## config.mk

```make
export PLATFORM = sky130hd
export DESIGN_NAME = image_frame_loader
export DESIGN_NICKNAME = d
export VERILOG_FILES = /design/src/rtl/image_frame_loader.sv
export SDC_FILE = /design/constraint.sdc
export NUM_CORES = 2
export LEC_CHECK = 0
export ABC_AREA = 1
export BUFFER_PORTS_ARGS = -buffer_cell sky130_fd_sc_hd__buf_2
export CORE_AREA = 4 4 406 408
export CTS_BUF_LIST = sky130_fd_sc_hd__clkbuf_8 sky130_fd_sc_hd__clkbuf_16
export DETAILED_ROUTE_END_ITERATION = 6
export DIE_AREA = 0 0 410 412
export PLACE_DENSITY = 0.5
export SLEW_MARGIN = 20
export SYNTH_ARGS = -nofsm -noshare
export SYNTH_HDL_FRONTEND = slang
export SYNTH_SLANG_ARGS = --single-unit
```

## constraint.sdc

```tcl
create_clock -name clk -period 2.09 [get_ports clk]
set_input_delay 0.418 -clock clk [delete_from_list [all_inputs] [get_ports clk]]
set_output_delay 0.418 -clock clk [all_outputs]
set_load 0.03 [all_outputs]
```

## src/rtl/image_frame_loader.sv

```systemverilog
// ============================================================================
// image_frame_loader
//   Assembles a serial 32x32 1-bit pixel stream into a frame, launches the
//   recogniser on it and returns its digit. Optional TPU_TIMEOUT_EN adds a
//   16-bit watchdog on the recogniser run.
// Revision: 1.0 - initial release
// ============================================================================
`default_nettype none

module image_frame_loader (
   input  logic          clk,
   input  logic          iRst_n,
   input  logic          pix_valid,
   input  logic          pix_data,
   input  logic          pix_sof,
   output logic          pix_ready,
   output logic [1023:0] image_out,
   output logic          tpu_ena,
   output logic          tpu_rstn,
   input  logic          tpu_done,
   input  logic [3:0]    tpu_num,
   output logic [3:0]    result,
   output logic          result_valid,
   output logic          err
);

   typedef enum logic [1:0] {
      LOAD  = 2'd0,
      START = 2'd1,
      RUN   = 2'd2
   } state_t;

   localparam logic [9:0] c_LAST_PIX = 10'd1023;

   state_t     r_state;
   logic [9:0] r_n;
   logic       w_accept;

   assign w_accept = (r_state == LOAD) && pix_valid && pix_ready;

`ifdef TPU_TIMEOUT_EN
   // The watchdog fires on the edge where the counter would reach 65535.
   localparam logic [15:0] c_TMO_LAST = 16'hFFFE;
   logic [15:0] r_tmo;
`else
   assign err = 1'b0;
`endif

   always_ff @(posedge clk) begin
      if (!iRst_n) begin
         r_state      <= LOAD;
         r_n          <= 10'd0;
         pix_ready    <= 1'b0;
         image_out    <= '0;
         tpu_ena      <= 1'b0;
         tpu_rstn     <= 1'b1;
         result       <= 4'd0;
         result_valid <= 1'b0;
`ifdef TPU_TIMEOUT_EN
         err          <= 1'b0;
         r_tmo        <= 16'd0;
`endif
      end else begin
         result_valid <= 1'b0;
`ifdef TPU_TIMEOUT_EN
         err          <= 1'b0;
`endif
         case (r_state)
            LOAD: begin
               pix_ready <= 1'b1;
               if (w_accept) begin
                  if (pix_sof) begin
                     image_out[0] <= pix_data;
                     r_n          <= 10'd1;
                  end else begin
                     image_out[r_n] <= pix_data;
                     if (r_n == c_LAST_PIX) begin
                        r_n       <= 10'd0;
                        pix_ready <= 1'b0;
                        tpu_ena   <= 1'b1;
                        tpu_rstn  <= 1'b0;
                        r_state   <= START;
                     end else begin
                        r_n <= r_n + 10'd1;
                     end
                  end
               end
            end
            START: begin
               tpu_rstn <= 1'b1;
               r_state  <= RUN;
`ifdef TPU_TIMEOUT_EN
               r_tmo    <= 16'd0;
`endif
            end
            RUN: begin
               if (tpu_done) begin
                  result       <= tpu_num;
                  result_valid <= 1'b1;
                  tpu_ena      <= 1'b0;
                  pix_ready    <= 1'b1;
                  r_state      <= LOAD;
               end
`ifdef TPU_TIMEOUT_EN
               else if (r_tmo == c_TMO_LAST) begin
                  r_tmo        <= 16'hFFFF;
                  result       <= 4'hF;
                  result_valid <= 1'b1;
                  err          <= 1'b1;
                  tpu_ena      <= 1'b0;
                  pix_ready    <= 1'b1;
                  r_state      <= LOAD;
               end else begin
                  r_tmo <= r_tmo + 16'd1;
               end
`endif
            end
            default: r_state <= LOAD;
         endcase
      end
   end

endmodule

`default_nettype wire

```

==> results.md <==
* Num rows at 148
* Starting DRT DRC Count at 4317
* Worst vdd ir at 0.623 mV
* Tcrit/Tclk final at 94.0%
* Total grt overflow at 0
* Die Height at 412 um
* Endpoints failing setup at 0
* Cell repeated most along the worst path: inv_1
* Clk pin slew, worst setup/hold paths at 0.06 ns
* CP startpoint: r_n[1]
* Post-synthesis net count at 6150
* H-tree levels at 3
* Max frequency at 509 MHz
* CP Data Required Time at 2.68 ns
* First-pass detailed-route iteration total at 7
* Cts bufs inserted at 117
* Post-Synth XOR/XNOR Area at 0.0202%
* Hold_sp: pix_sof
* GR Util All Layers at 22.4%
* Largest family of logic cells by synthesized area: simple AND/OR/NAND/NOR gates
* Critical register-to-register path startpoint: r_n[1]
* Core Area at 162000 um2
* Synth unique cells at 29
* Fin nets at 7005
* Final setup TNS at 0 ns
* Ranking of synthesized cells by area: dfxtp_1, nand3_1, a21oi_1
* Die width at 410 um
* Initial core utilization at 26.9%
* Max-slew violations at 0
* Rel. slew slack at 60.0%
* DR WL/cell at 22.0 um
* Clock sinks at 1044
* Crit-path max FO at 36
* Placed inst area at 52800 um2
* CP max stage cell: dfxtp_1
* Port-buffer cells at 1041
* Lkg Pwr at 25.7 nW
* Layout fillers at 17110
* CTS tree: built
* Arr. time, crit path at 2.56 ns
* PD cells at 745 nW/um2
* Fin cells at 9266
* Largest net degree at the start of global routing at 110
* Clock period minus worst slack at 1.96 ns
* Layout cells sized above 1 at 22.9%
* Crit end category: flop
* Final core utilization at 35.3%
* Outcome: finished with violations
* Post-synthesis adder-cell area fraction at 0.115%
* Endpoints failing hold at 0
* I/O pins at 1043
* Number of remaining DRC errors at 1
* CP peak stage delay at 0.35 ns
* Worst-path cell chain: inv_1 > ha_1 > inv_1 > nor2_1 > inv_1 > nor2_8 > buf_12 > nand3_1 > nand2_1 > nor2_1
* Final GP Congestion at 0.845
* WP buf/inv at 4
* Simple-gate share of the synthesized area at 32.9%
* Dpl cells at 9027
* Register area at 20900 um2
* Initial antenna violation count at 1
* Mean post-synth cell area at 7.08 um2
* Multiplexer share of the synthesized area at 0%
* CP top delay family: simple AND/OR/NAND/NOR gates
* Yosys reg bits at 1044
* Yosys top cell area share at 48.1%
* Compound-Gate Fraction of Synth Area at 11.6%
* Setup crit start kind: flop
* Max Cap Viol at 0
* DRT Wirelength at 204000 um
* Synth warn at 0
* Worst Clk Skew at 0.0880 ns
* Via density at 4.85
* Kind of critical path: reg2reg
* Hold Path Class: in2reg
* Area grow syn2layout at 31.4%
* Failing checks: DRC
* Detail Placement HPWL at 137000 um
* Clk Latency, worst-skew pair at 0.77 ns
* Synthesized instance count at 6136
* Final Instance Area at 57100 um2
* First-pass GRT wire length at 283000 um
* Vias in the first global route at 39491
* Register area share after synthesis at 48.1%
* Slew @ Worst Pin at 0.600 ns
* Mapped Area at 43400 um2
* Full die area at 169000 um2
* Antenna Violating Nets Remaining at 0
* Root Buffer: clkbuf_16
* Synth area leader: dfxtp_1
* Min Hold Slack at 0.178 ns
* Via Count at 44955
* Footprint of the multi-input gates at 19600 um2
* Worst-case clock buffer depth at 3
## tightest hold or removal path, delay by kind of cell
kind                   cells  cell delay (ns)
buffers and inverters      1             0.14
AND/OR/NAND/NOR            1             0.12
AO/OA/AOI/OAI              1             0.15
## per-stage QoR
| stage | worst slack, ns | power, mW |
|---|---|---|
| 4_1_cts | 0.0186 | 43.0 |
| 5_1_grt | -0.0137 | 43.9 |
| 3_3_place_gp | -0.144 | 21.9 |
| 3_5_place_dp | -0.154 | 21.9 |
| 6_report | 0.126 | 42.5 |
| 2_1_floorplan | 0.286 | 21.4 |
## timing repair
item / in CTS / in global routing
gates cloned: 0 / 4
setup buffers: 2 / 8
pin swaps: 1 / 5
hold buffers: 6 / 0
gates resized for setup: 0 / 15
endpoints found under the setup margin: 18 / 90
hold endpoints to repair: 15 / 0
## area by class of cell
class	instances	share of cell area [%]
diodes	5	0.0219
clock buffers	146	5.83
clock inverters	68	1.06
inverters	91	0.611
multi-input cells	4380	34.3
flip-flops and latches	1044	36.6
well taps	2175	4.77
repair buffers	1357	16.8
## cells in the final DEF (no fill, tap or decap), types with 3 or more instances in the layout
cell and count:
nand2_1 1168, nor2_1 1112, dfxtp_1 1044, buf_2 1040, nand3_1 994, a21oi_1 987
buf_4 153, buf_12 150, clkbuf_16 121, inv_1 114, nor2_4 58, clkbuf_8 29
clkinv_2 17, o21ai_0 14, nor3_1 10, nand2_2 8, nor2_2 8, inv_2 7
nor2_8 7, bufinv_16 6, dlygate4sd3_1 6, diode_2 5, ha_1 4, clkinv_16 4
inv_6 3, clkinvlp_4 3
## cells by family after synthesis
kind of cell / Yosys count
AOI/OAI and AO/OA: 1006
other: 1
and+or+nand+nor: 3368
buffers and inverters: 712
xor gates and xnor gates: 1
adders and majority gates: 4
DFF: 1044
## final timing paths
| check | cells after the start | slack [ns] | to |
|---|---|---|---|
| worst max-delay path | 10 | 0.13 | image_out[596] |
| worst min register to register | 2 | 0.47 | image_out[783] |
| worst max register to register | 10 | 0.13 | image_out[596] |
| worst min-delay path | 3 | 0.18 | pix_ready |
## power by group
group	internal, mW	switching, mW
clock network	12.0	9.06
registers	19.9	0.00361
logic	0.471	1.11
## synth_stat cells
| master | count |
|---|---|
| o21ai_1 | 2 |
| a21oi_1 | 987 |
| o21ai_0 | 14 |
| nand4_1 | 1 |
| nor2_2 | 23 |
| xor2_1 | 1 |
| clkinv_1 | 1 |
| clkbuf_1 | 247 |
| buf_6 | 2 |
| o21a_1 | 2 |
| nor3_1 | 10 |
| dfxtp_1 | 1044 |
| nor2_1 | 1130 |
| a31oi_1 | 1 |
| ha_1 | 4 |
| buf_2 | 290 |
| conb_1 | 1 |
| inv_2 | 6 |
| nor2_4 | 25 |
| buf_1 | 56 |
| buf_4 | 25 |
| nand2_4 | 1 |
| inv_1 | 84 |
| nand3_1 | 994 |
| nor4_1 | 1 |
| nand2_1 | 1171 |
| nand2_2 | 5 |
| nor2_8 | 7 |
| buf_12 | 1 |
## state kept, by name (all words and copies together) (netlist names)
| register | count |
|---|---|
| r_n | 10 |
| tpu_rstn | 1 |
| pix_ready | 1 |
| tpu_ena | 1 |
| r_state | 2 |
| image_out | 1024 |
| result | 4 |
| result_valid | 1 |
## layer usage
layer  routed length (um)  GRT usage, %  share of wire, %
met2                94900          36.9                47
met1                81800          27.4                40
met5                    0             0                 0
met3                16600          5.64               8.2
met4                10400          10.2               5.1
No activity file was read; power rests on OpenSTA's default activity.
